## config.mk

```make
export PLATFORM = sky130hd
export DESIGN_NAME = sub_bytes_seq_flat
export DESIGN_NICKNAME = d
export VERILOG_FILES = /design/src/rtl/sub_bytes_seq_if.sv /design/src/rtl/sub_bytes_seq.sv /design/src/flat_wrapper.sv
export SDC_FILE = /design/constraint.sdc
export NUM_CORES = 1
export LEC_CHECK = 0
export CAP_MARGIN = 10
export CORE_UTILIZATION = 61
export CTS_BUF_LIST = sky130_fd_sc_hd__clkbuf_4 sky130_fd_sc_hd__clkbuf_8
export DETAILED_ROUTE_END_ITERATION = 8
export GPL_ROUTABILITY_DRIVEN = 0
export GPL_TIMING_DRIVEN = 1
export HOLD_SLACK_MARGIN = 0.08
export PLACE_DENSITY = 0.85
export SYNTH_ARGS = -nofsm -noshare
export SYNTH_HDL_FRONTEND = slang
export SYNTH_SLANG_ARGS = --single-unit
```

## constraint.sdc

```tcl
create_clock -name i_clk -period 28.5 [get_ports i_clk]
set_input_delay 5.7 -clock i_clk [delete_from_list [all_inputs] [get_ports i_clk]]
set_output_delay 5.7 -clock i_clk [all_outputs]
set_load 0.01 [all_outputs]
```

## src/rtl/sub_bytes_seq_if.sv

```systemverilog
// Handshake bundle for sub_bytes_seq: input block channel and output block channel.
// slave = the SubBytes block, master = the round datapath driving it.
interface sub_bytes_seq_if;
  logic         in_valid;
  logic         in_ready;
  logic [127:0] in_state;
  logic         out_valid;
  logic         out_ready;
  logic [127:0] out_state;

  modport master (
    output in_valid, in_state, out_ready,
    input  in_ready, out_valid, out_state
  );

  modport slave (
    input  in_valid, in_state, out_ready,
    output in_ready, out_valid, out_state
  );
endinterface

```

## src/rtl/sub_bytes_seq.sv

```systemverilog
// Sequential AES SubBytes: BYTES_PER_CYCLE sbox lanes walk the 16 bytes group by group.
// Optional SUB_BYTES_SEQ_PERF_EN adds a 16-bit completed-block counter port.

module sbox (
  input  logic [7:0] sbox_in,
  output logic [7:0] sbox_out
);
  function automatic logic [7:0] gmul(input logic [7:0] a, input logic [7:0] b);
    logic [7:0] p;
    logic [7:0] x;
    p = 8'h00;
    x = a;
    for (int i = 0; i < 8; i++) begin
      if (b[i]) p = p ^ x;
      x = x[7] ? ({x[6:0], 1'b0} ^ 8'h1b) : {x[6:0], 1'b0};
    end
    return p;
  endfunction

  logic [7:0] w_inv;
  logic [7:0] w_sq;

  // x^254 is the GF(2^8) inverse (and maps 0 to 0 without a special case)
  always_comb begin
    w_sq  = sbox_in;
    w_inv = 8'h01;
    for (int i = 1; i < 8; i++) begin
      w_sq  = gmul(w_sq, w_sq);
      w_inv = gmul(w_inv, w_sq);
    end
  end

  assign sbox_out = w_inv ^ {w_inv[6:0], w_inv[7]} ^ {w_inv[5:0], w_inv[7:6]}
                  ^ {w_inv[4:0], w_inv[7:5]} ^ {w_inv[3:0], w_inv[7:4]} ^ 8'h63;
endmodule

module sub_bytes_seq #(
  parameter int BYTES_PER_CYCLE = 1
) (
  input  logic           i_clk,
  input  logic           i_rst_n,
  sub_bytes_seq_if.slave bus,
  output logic           o_busy
`ifdef SUB_BYTES_SEQ_PERF_EN
  ,
  output logic [15:0]    o_blk_count
`endif
);
  localparam int BPC = BYTES_PER_CYCLE;
  localparam int N   = 16 / BPC;
  localparam int GW  = 8 * BPC;

  if (!(BPC == 1 || BPC == 2 || BPC == 4 || BPC == 8 || BPC == 16)) begin : g_bad_bpc
    $fatal(1, "sub_bytes_seq: BYTES_PER_CYCLE must be 1, 2, 4, 8 or 16");
  end

  typedef enum logic [1:0] {S_IDLE, S_RUN, S_DONE} state_t;

  state_t                r_state;
  state_t                w_state_nxt;
  logic [3:0]            r_grp;
  logic [127:0]          r_work;
  logic [127:0]          r_out;
  logic [127:0]          w_out_nxt;
  logic [BPC-1:0][7:0]   w_sb_in;
  logic [BPC-1:0][7:0]   w_sb_out;
  logic                  w_accept;
  logic                  w_out_hs;
  logic                  w_last;

  assign w_accept = bus.in_valid & bus.in_ready;
  assign w_out_hs = bus.out_valid & bus.out_ready;
  assign w_last   = (r_grp == 4'(N - 1));

  always_ff @(posedge i_clk or negedge i_rst_n) begin
    if (!i_rst_n) r_state <= S_IDLE;
    else          r_state <= w_state_nxt;
  end

  always_comb begin
    w_state_nxt = r_state;
    case (r_state)
      S_IDLE:  if (w_accept) w_state_nxt = S_RUN;
      S_RUN:   if (w_last)   w_state_nxt = S_DONE;
      S_DONE:  if (w_out_hs) w_state_nxt = S_IDLE;
      default: w_state_nxt = S_IDLE;
    endcase
  end

  always_comb begin
    bus.in_ready  = 1'b0;
    bus.out_valid = 1'b0;
    o_busy        = 1'b0;
    case (r_state)
      S_IDLE:  bus.in_ready  = 1'b1;
      S_RUN:   o_busy        = 1'b1;
      S_DONE:  bus.out_valid = 1'b1;
      default: bus.in_ready  = 1'b0;
    endcase
  end

  // Group g covers bytes g*BPC .. g*BPC+BPC-1; byte 0 sits in the top bits.
  always_comb begin
    w_sb_in = '0;
    for (int g = 0; g < N; g++)
      if (r_grp == 4'(g)) w_sb_in = r_work[127 - GW*g -: GW];
  end

  always_comb begin
    w_out_nxt = r_out;
    for (int g = 0; g < N; g++)
      if (r_grp == 4'(g)) w_out_nxt[127 - GW*g -: GW] = w_sb_out;
  end

  for (genvar k = 0; k < BPC; k++) begin : g_lane
    sbox u_sbox (
      .sbox_in  (w_sb_in[k]),
      .sbox_out (w_sb_out[k])
    );
  end

  always_ff @(posedge i_clk or negedge i_rst_n) begin
    if (!i_rst_n) begin
      r_work <= '0;
      r_out  <= '0;
      r_grp  <= '0;
    end else begin
      case (r_state)
        S_IDLE: if (w_accept) begin
          r_work <= bus.in_state;
          r_grp  <= '0;
        end
        S_RUN: begin
          r_out <= w_out_nxt;
          r_grp <= w_last ? 4'd0 : r_grp + 4'd1;
        end
        default: ;
      endcase
    end
  end

  assign bus.out_state = r_out;

`ifdef SUB_BYTES_SEQ_PERF_EN
  logic [15:0] r_blk_cnt;

  always_ff @(posedge i_clk or negedge i_rst_n) begin
    if (!i_rst_n)      r_blk_cnt <= '0;
    else if (w_out_hs) r_blk_cnt <= r_blk_cnt + 16'd1;
  end

  assign o_blk_count = r_blk_cnt;
`endif
endmodule

```

## src/flat_wrapper.sv

```systemverilog
// flat-port wrapper written by rule: the top's interface ports become plain ports
module sub_bytes_seq_flat 
#(
  parameter int BYTES_PER_CYCLE = 1
)
  (i_clk, i_rst_n, o_busy, bus_in_valid, bus_in_state, bus_out_ready, bus_in_ready, bus_out_valid, bus_out_state);
  sub_bytes_seq_if bus_i ();
  input  logic i_clk;
  input  logic i_rst_n;
  output logic o_busy;
  input wire logic [$bits(bus_i.in_valid)-1:0] bus_in_valid;
  input wire logic [$bits(bus_i.in_state)-1:0] bus_in_state;
  input wire logic [$bits(bus_i.out_ready)-1:0] bus_out_ready;
  output wire logic [$bits(bus_i.in_ready)-1:0] bus_in_ready;
  output wire logic [$bits(bus_i.out_valid)-1:0] bus_out_valid;
  output wire logic [$bits(bus_i.out_state)-1:0] bus_out_state;
  assign bus_i.in_valid = bus_in_valid;
  assign bus_i.in_state = bus_in_state;
  assign bus_i.out_ready = bus_out_ready;
  assign bus_in_ready = bus_i.in_ready;
  assign bus_out_valid = bus_i.out_valid;
  assign bus_out_state = bus_i.out_state;
  sub_bytes_seq #(.BYTES_PER_CYCLE(BYTES_PER_CYCLE)) u_core (.i_clk(i_clk), .i_rst_n(i_rst_n), .bus(bus_i), .o_busy(o_busy));
endmodule
```

## Word-level counts from Yosys, hierarchy flattened

Cells that the tools add are included.

- Add/subtract/negate cells: 1
- Equal/unequal tests: 20
- Mux-type cells: 229
- Bitwise operators: 196
- Reductions and logical operators: 22

Operators with widths:

| operator | count |
|---|---|
| $mux 8 | 121 |
| $xor 8x8->8 | 95 |
| $mux 5 | 92 |
| $not 4->4 | 92 |
| $reduce_and 2->1 | 18 |
| $eq 4x4->1 const B | 8 |
| $eq 4x3->1 const B | 4 |
| $mux 4 | 3 |
| $eq 4x2->1 const B | 2 |
| $mux 2 | 4 |
| $pmux 4 s2 | 1 |
| $mux 7 | 1 |
| $not 1->1 const A | 7 |
| $mux 6 | 1 |
| $ne 2x1->1 const B | 3 |
| $pmux 2 s3 | 1 |
| $add 4x1->4 const B | 1 |
| $eq 4x1->1 const B | 1 |
| $logic_not 4->1 | 1 |
| $mux 1 | 4 |
| $mux 3 | 1 |
| $reduce_and 3->1 | 1 |
| $and 1x1->1 | 2 |
| $eq 2x1->1 const B | 1 |
| other kinds (3) | 3 |

- Register bits: 262
- Logic and storage cells: 487

## Longest topological paths before layout

Gate-level depths: netlist of the first run.

- Depth in word-level cells: 149
- Depth in mapped cells: 79

## Modules after synthesis

A second synthesis of the first run with hierarchy kept.

- Cell total of the unflattened synthesis: 3016
- Area, all modules: 26629.3 µm²

By module, submodules not included:

| module | times used | cells an instance | area each (µm²) | sequential area each (µm²) |
|---|---|---|---|---|
| sbox | 1 | 1942 | 15220.8 | 0.0 |
| sub_bytes_seq | 1 | 1074 | 11408.4 | 6556.3 |

## Worst setup path before layout of the first run

OpenSTA, ideal clock, no wires.

- Path type: flip-flop to flip-flop
- Start: register u_core.r_grp[0]
- End: register u_core.r_out[62] (netlist: u_core.bus.out_state[62])
- Library setup time: 0.130 ns
- Data arrival time: 17.213 ns
- Required time: 28.370 ns
- Slack: 11.157 ns
- Stages on the path, launching flop included: 72
- Period minus slack after synthesis: 17.343 ns
- Path through: dfrtp_1 inv_1 ha_1 buf_4 buf_2 buf_4 a32o_1 or2_1 o31ai_1 inv_1 ha_1 and3_1 a221oi_1 xnor2_2 inv_2 buf_1 clkbuf_1 ha_1 (+36 left out) mux2_2 o21ai_1 a21oi_1 o2111a_1 xnor2_2 buf_4 nor2_1 xnor2_2 xnor3_1 nand4_1 o31ai_1 nor4_1 xnor3_1 xor2_2 xor3_4 xnor2_4 buf_4 o21ai_1

- Word-level cells in the longest chain between the ends: 144

RTL lines:

| what | RTL line | source |
|---|---|---|
| start: declaration | sub_bytes_seq.sv:61 | `logic [3:0] r_grp;` |
| start signal: assignment | sub_bytes_seq.sv:135 | `r_grp <= w_last ? 4'd0 : r_grp + 4'd1;` |
| $logic_not 4->1 | sub_bytes_seq.sv:106 | `if (r_grp == 4'(g)) w_sb_in = r_work[127 - GW*g -: GW];` |
| $mux 8 (16 in a row) | sub_bytes_seq.sv:106 |  |
| $mux 8 or $mux 5 (tied branches) | sub_bytes_seq.sv:14, sub_bytes_seq.sv:15 |  |
| $xor 8x8->8 | sub_bytes_seq.sv:14 | `if (b[i]) p = p ^ x;` |
| $mux 8 | sub_bytes_seq.sv:14 |  |
| $xor 8x8->8 | sub_bytes_seq.sv:14 |  |
| $mux 8 | sub_bytes_seq.sv:14 |  |
| $xor 8x8->8 | sub_bytes_seq.sv:14 |  |
| (+112 left out) | -- |  |
| $xor 8x8->8 or $mux 8 (tied branches) | sub_bytes_seq.sv:14 |  |
| $mux 8 or $xor 8x8->8 (tied branches) | sub_bytes_seq.sv:14 |  |
| $xor 8x8->8 or $mux 8 (tied branches) | sub_bytes_seq.sv:14 |  |
| $mux 8 or $xor 8x8->8 (tied branches) | sub_bytes_seq.sv:14 |  |
| $xor 8x8->8 or $mux 8 (tied branches) | sub_bytes_seq.sv:33, sub_bytes_seq.sv:14 |  |
| $xor 8x8->8 | sub_bytes_seq.sv:33 | `assign sbox_out = w_inv ^ {w_inv[6:0], w_inv[7]} ^ {w_inv[5:0], w_inv[7:6]}` |
| $xor 8x8->8 (2 in a row) | sub_bytes_seq.sv:34 | `^ {w_inv[4:0], w_inv[7:5]} ^ {w_inv[3:0], w_inv[7:4]} ^ 8'h63;` |
| $not 4->4 (no source line) | -- |  |
| end signal: assignment | sub_bytes_seq.sv:134 | `r_out <= w_out_nxt;` |
| end: declaration | sub_bytes_seq.sv:63 | `logic [127:0] r_out;` |

Several ways; a longest one is shown, not always the timed one.
A chain may end at the register's enable or synchronous reset.

## Worst setup path after layout of the first run

- Start: register u_core.r_grp[1]
- End: register u_core.r_out[80] (netlist: u_core.bus.out_state[80])

- Word-level cells in the longest chain between the ends: 142

RTL lines:

| what | RTL line |
|---|---|
| $logic_not 4->1 | sub_bytes_seq.sv:106 |
| $mux 8 (16 in a row) | sub_bytes_seq.sv:106 |
| $mux 8 or $mux 5 (tied branches) | sub_bytes_seq.sv:14, sub_bytes_seq.sv:15 |
| $xor 8x8->8 | sub_bytes_seq.sv:14 |
| $mux 8 | sub_bytes_seq.sv:14 |
| $xor 8x8->8 | sub_bytes_seq.sv:14 |
| $mux 8 | sub_bytes_seq.sv:14 |
| $xor 8x8->8 | sub_bytes_seq.sv:14 |
| (+110 left out) | -- |
| $xor 8x8->8 or $mux 8 (tied branches) | sub_bytes_seq.sv:14 |
| $mux 8 or $xor 8x8->8 (tied branches) | sub_bytes_seq.sv:14 |
| $xor 8x8->8 or $mux 8 (tied branches) | sub_bytes_seq.sv:14 |
| $mux 8 or $xor 8x8->8 (tied branches) | sub_bytes_seq.sv:14 |
| $xor 8x8->8 (tied with other cells) (2 in a row) | sub_bytes_seq.sv:33 |
| $xor 8x8->8 or $mux 8 (tied branches) | sub_bytes_seq.sv:34, sub_bytes_seq.sv:14 |
| $xor 8x8->8 | sub_bytes_seq.sv:34 |
| $not 4->4 (no source line) | -- |

Several ways; a longest one is shown, not always the timed one.

==> metrics.csv, run 1 <==
stage,metric,value,unit
outcome,status,"complete, no violations",
floorplan,Die H,210,um
timing,Slew @ Worst Pin,1140,ps
global_route,grt total ovfl,0,
timing,FMAX,0.0463,GHz
detailed_routing,DRT antenna net count,0,
timing,Worst Skew,54.5,ps
detailed_routing,drt total wl,83.3,mm
floorplan,DIE WIDTH,210,um
global_route,GRT Util Overall,0.372,
final_layout,layout cells sized above 1,0.0894,
cts,Clock Sinks,262,
cts,clock root cell,clkbuf_8,
floorplan,num rows,75,
detailed_routing,Residual DRC,0,
cts,clock buffer depth,3,
cts,# hold bufs at CTS,0,
cts,H-tree depth,2,
final_layout,Non-Filler Instances,4036,
yosys,mapped cell area,26500,um^2
yosys,"Avg Cell Area, Syn",8.04,um^2
global_route,largest net degree at the start of global routing,116,
yosys,asr flop ratio synth,1.00,
worst_setup_path,CP Max Fanout,54,
timing,setup TNS,0,ps
worst_setup_path,reg-to-reg startpoint,u_core.r_grp[1],
yosys,top_reg_cell synth,dfrtp_1,
cts,CTS buffer count,37,
min_path,Min-Delay Path Depth,2,
timing,Final Cycle Share,0.758,
worst_setup_path,R2R setup slack,6910,ps
timing,setup violators final,0,
min_path,hold_sp,u_core.r_work[40],
detailed_routing,Detailed Routing Iterations Pass 1,9,
cts,post_cts resized,0,
yosys,Post-Syn Instances,3294,
worst_setup_path,crit end category,flop,
detailed_routing,vias,25800,
worst_setup_path,Worst setup SP type,flop,
global_route,initial antenna violation count,0,
floorplan,Starting Density,0.624,
cts,worst skew pair latency,590,ps
yosys,count of cell types in the netlist,109,
final_layout,Final #Nets,3572,
timing,relative slew slack,0.234,
timing,minimum clock period,21590,ps
placed_design,I/O Buffers,262,
floorplan,core footprint,42400,um^2
yosys,sequential-to-total area share from yosys stat,0.248,
timing,Final Max Slew Viols,0,
worst_setup_path,CP Data Arrival Time,22020,ps
worst_setup_path,Worst R2R Path Depth,65,
worst_setup_path,critical path class,reg -> reg,
detailed_routing,Wirelength per Cell,20.6,um
placed_design,area of placed instances,29300,um^2
cts,CTS tree,built,
cts,post-CTS setup buffers,0,
min_path,Worst Hold Class,reg -> reg,
final_layout,fin area,30100,um^2
worst_setup_path,CP peak stage delay,960,ps
detailed_routing,1st-iter DRT viols,3516,
floorplan,die footprint,44200,um^2
yosys,"EDFF count, synth",0,
floorplan,I/O Pins,263,
worst_setup_path,r2r endpoint,u_core.bus.out_state[80],
timing,RSZ-0062 raised after global routing,no,
placed_design,hpwl dp,59.7,mm
detailed_routing,vias per inst,6.39,
global_route,first-pass GRT wire length,132,mm
yosys,#FFs+latches synth,262,
worst_setup_path,"Req. time, crit path",28920,ps
final_layout,area grow syn2layout,13.8,%
min_path,Hold Path End,u_core.r_work[40],
yosys,Yosys warnings,0,
flow_run,max_cap viols,0,
worst_setup_path,Crit path top cell by count,xnor2_1,
final_layout,FILL cells,3239,
placed_design,Post-Place Cells,3966,
worst_setup_path,"Slowest-stage cell, CP",nor4_1,
global_route,number of global-route vias before repair,24800,
cts,"CTS clk-pin slew, worst paths",70,ps
yosys,net count after synthesis,3437,
timing,"Hold Violations, Final",0,
## sequential cells by signal, indices dropped and copies added, names as in the netlist
register / flops
u_core.r_work: 128
u_core.bus.out_state: 128
u_core.r_grp: 4
u_core.r_state: 2
## routing by layer
metal	wire length, um	GRT usage	up-vias	part of all wire
met4	3660	0.157	0	0.044
li1	-	-	11600	-
met2	38300	0.601	1789	0.46
met1	31500	0.481	12100	0.38
met3	9870	0.0822	362	0.12
met5	0	0	-	0
## cell usage in the layout, fill, tap and decap left out, types with 28 or more instances in the layout
cell	netlist	layout
nand2_1	714	713
xnor2_1	340	330
nor2_1	310	310
dfrtp_1	262	262
clkdlybuf4s50_1	0	261
o21ai_1	153	153
a21oi_1	133	133
xor2_1	109	105
o21ai_0	102	102
nor3_1	75	75
nand3_1	72	72
xnor3_1	70	70
buf_4	17	65
mux2i_1	57	57
xnor2_2	36	46
clkbuf_8	0	46
a31oi_1	37	37
o22ai_1	32	32
inv_1	28	28
## synth_stat cells (32+ instances only)
cell / count / area (um^2)
nor3_1: 75 / 375
a31oi_1: 37 / 231
o22ai_1: 32 / 200
xnor2_1: 340 / 2980
xnor2_2: 36 / 586
a21oi_1: 133 / 666
dfrtp_1: 262 / 6560
clkbuf_1: 138 / 518
xor2_1: 109 / 955
xnor3_1: 70 / 1580
nand3_1: 72 / 360
o21ai_0: 102 / 510
nand2_1: 714 / 2680
buf_2: 48 / 240
mux2i_1: 57 / 571
nor2_1: 310 / 1160
o21ai_1: 153 / 766
## metrics by stage
stage / util / setup slack [ps] / hold slack [ps]
finish: 0.710 / 6910 / 480
global route: 0.710 / 5720 / 489
CTS: 0.710 / 7670 / 480
detailed placement: 0.691 / 7730 / 463
global placement: 0.691 / 8580 / 459
floorplan: - / 11160 / 437
## cell type report
cell class | count | area (um^2) | share of cell area
inverter | 41 | 154 | 0.00511
clock buffer | 51 | 671 | 0.0223
sequential | 262 | 6560 | 0.218
multi-input combinational | 2760 | 18800 | 0.623
timing repair buffer | 327 | 3120 | 0.103
antenna | 2 | 5.00 | 0.000166
clock inverter | 16 | 146 | 0.00486
tap | 577 | 722 | 0.0240
## worst max-delay path by stage
| stage | from | to | slack, ps | cells past startpoint |
|---|---|---|---|---|
| floorplan | u_core.r_grp[0] | u_core.bus.out_state[62] | 11160 | 71 |
| global placement | u_core.r_grp[0] | u_core.bus.out_state[37] | 8580 | 64 |
| detailed placement | u_core.r_grp[1] | u_core.bus.out_state[109] | 7730 | 63 |
| CTS | u_core.r_grp[1] | u_core.bus.out_state[80] | 7670 | 65 |
| global route | u_core.r_grp[0] | u_core.bus.out_state[104] | 5720 | 66 |
| finish | u_core.r_grp[1] | u_core.bus.out_state[80] | 6910 | 65 |
## logic make-up after synthesis
family / after synthesis / synth area share
flip-flops: 262 / 0.248
buffers and inverters: 272 / 0.0484
adder cells (fa/ha/maj): 11 / 0.00520
AND/OR/NAND/NOR: 1361 / 0.223
XOR/XNOR: 603 / 0.273
multiplexers: 80 / 0.0318
AO/OA/AOI/OAI: 705 / 0.171
## critical path: cells and delay by family (launching register included)
| family | cells | cell delay, ps |
|---|---|---|
| muxes | 4 | 1490 |
| adders and majority gates | 5 | 2140 |
| buffers and inverters | 8 | 2090 |
| DFF | 1 | 430 |
| AOI/OAI and AO/OA | 18 | 4930 |
| and+or+nand+nor | 18 | 5180 |
| xor gates and xnor gates | 12 | 5050 |
Power of run 1 is not shown: default switching activity piles up to over one toggle a cycle in this logic, so the estimate is an artifact.
==> run 2: changes to the inputs <==
- CORE_UTILIZATION: 61 -> 55
- PLACE_DENSITY: 0.85 -> 0.8
- clock period: 28.5 -> 18.4 ns (I/O delays scaled with it)
==> run 2 against run 1 <==
Net effect:
- die area is 11% higher
- highest routed layer is now met5
- critical path depth is 4 lower
- non-clock buffer count is 72 higher
- critical endpoint is now u_core.bus.out_state[107]
- global-route usage is 4.1 points lower
- first-iteration DRC count is 19% lower
==> metrics.csv, run 2 (synthesis results as in run 1) <==
stage,metric,value,unit,change
timing,FMAX,0.0565,GHz,+22%
final_layout,area grow syn2layout,18.1,%,
worst_setup_path,CP peak stage delay,550,ps,-410 ps
timing,setup violators final,0,,unchanged
final_layout,"commonest non-fill, non-tap cell in the layout",nand2_1,,
final_layout,Final #Nets,3650,,+2.2%
worst_setup_path,CP Max Fanout,18,,-67%
timing,relative slew slack,0.201,,-0.0333
detailed_routing,1st-iter DRT viols,2857,,-19%
global_route,number of global-route vias before repair,23700,,-4.3%
worst_setup_path,"Req. time, crit path",18860,ps,-10060 ps
worst_setup_path,reg-to-reg startpoint,u_core.r_grp[1],,
timing,Slew @ Worst Pin,1190,ps,+51.9 ps
detailed_routing,drt total wl,84.3,mm,+1.2%
detailed_routing,Detailed Routing Iterations Pass 1,7,,-2
min_path,Hold Path End,u_core.r_work[123],,
worst_setup_path,R2R setup slack,700,ps,-6210 ps
min_path,hold_sp,u_core.r_work[123],,
detailed_routing,Wirelength per Cell,20.3,um,-1.6%
floorplan,die footprint,49000,um^2,+11%
cts,CTS buffer count,39,,+5.4%
floorplan,DIE WIDTH,221,um,+5.3%
timing,"Hold Violations, Final",0,,unchanged
worst_setup_path,CP Data Arrival Time,18160,ps,-3860 ps
floorplan,I/O Pins,263,,unchanged
worst_setup_path,Worst setup SP type,flop,,
timing,minimum clock period,17700,ps,-3890 ps
timing,Worst Skew,49.8,ps,-4.68 ps
placed_design,Place WS,-59.0,ps,-7790 ps
cts,Clock Sinks,262,,unchanged
global_route,first-pass GRT wire length,131,mm,-0.67%
cts,# hold bufs at CTS,0,,unchanged
final_layout,"commonest cells after routing, fill and taps aside","nand2_1, xnor2_1, nor2_1, clkdlybuf4s50_1, dfrtp_1",,
floorplan,Starting Density,0.556,,-0.0685
worst_setup_path,Bufs and invs on worst path,7,,-1
floorplan,num rows,80,,+6.7%
min_path,Min-Delay Path Depth,2,,unchanged
detailed_routing,DRT antenna net count,0,,unchanged
timing,Final Cycle Share,0.962,,+0.204
timing,Final Max Slew Viols,0,,unchanged
cts,clock buffer depth,3,,unchanged
worst_setup_path,Worst R2R Path Depth,61,,-6.2%
floorplan,Die H,221,um,+5.3%
cts,H-tree depth,2,,unchanged
detailed_routing,vias per inst,6.11,,-4.4%
detailed_routing,Residual DRC,0,,unchanged
worst_setup_path,crit end category,flop,,
worst_setup_path,"Slowest-stage cell, CP",xnor3_1,,
worst_setup_path,critical path class,reg -> reg,,
worst_setup_path,r2r endpoint,u_core.bus.out_state[107],,
global_route,grt total ovfl,0,,unchanged
outcome,status,"complete, no violations",,
placed_design,I/O Buffers,262,,unchanged
global_route,GRT Util Overall,0.331,,-0.0407
min_path,Worst Hold Class,reg -> reg,,
floorplan,core footprint,47600,um^2,+12%
flow_run,max_cap viols,0,,unchanged
global_route,initial antenna violation count,2,,+2
cts,clock root cell,clkbuf_8,,
cts,CTS tree,built,,
global_route,largest net degree at the start of global routing,119,,+2.6%
worst_setup_path,Worst path top cell family by delay,XOR/XNOR gates,,
final_layout,FILL cells,3917,,+21%
timing,setup TNS,0,ps,unchanged
cts,worst skew pair latency,590,ps,about the same
timing,final setup margin,700,ps,-6210 ps
cts,"CTS clk-pin slew, worst paths",70,ps,about the same
final_layout,layout cells sized above 1,0.118,,+0.0291
detailed_routing,vias,25400,,-1.6%
placed_design,hpwl dp,60.3,mm,+0.95%
## run 2: worst max-delay path by stage
| stage | depth (start not counted) | end | startpoint |
|---|---|---|---|
| global route | 59 | u_core.bus.out_state[75] | u_core.r_grp[1] |
| CTS | 65 | u_core.bus.out_state[78] | u_core.r_grp[1] |
| global placement | 62 | u_core.bus.out_state[46] | u_core.r_grp[1] |
| finish | 61 | u_core.bus.out_state[107] | u_core.r_grp[1] |
| detailed placement | 63 | u_core.bus.out_state[22] | u_core.r_grp[1] |
| floorplan | 71 | u_core.bus.out_state[62] | u_core.r_grp[0] |
## run 2: what timing repair did
action / CTS / global route
cloned: 0 / 4
buffers inserted: 3 / 12
endpoints found under the setup margin: 73 / 128
gates resized for setup: 2 / 44
pin swaps: 1 / 11
## run 2: per-layer routing
layer | share of wire | track usage
met5 | 0.00015 | 0
met4 | 0.036 | 0.113
met3 | 0.097 | 0.0598
met2 | 0.46 | 0.535
met1 | 0.41 | 0.446
## run 2: through the flow
step	util	instances	hold slack (ps)	area, um^2
detailed placement	0.626	4062	459	29800
global placement	0.626	4062	452	29800
CTS	0.646	4136	477	30800
global route	0.656	4152	496	31300
finish	0.656	4153	472	31300
floorplan	-	3294	437	26500
## run 2: area by class of cell
class                      instances  area [um^2]  share of cell area
antenna                            1         2.50           0.0000801
clock buffer                      59          749              0.0240
clock inverter                    12          181             0.00580
inverter                          41          154             0.00492
multi-input combinational       2764        19100               0.612
sequential                       262         6560               0.210
tap                              615          769              0.0246
timing repair buffer             399         3720               0.119
## run 2: tightest hold or removal path: stages (launching register included)
cell and delay [ps]:
dfrtp_1 340, nand2_1 50, nand2_1 50
Power of run 2 is left out for the same reason.
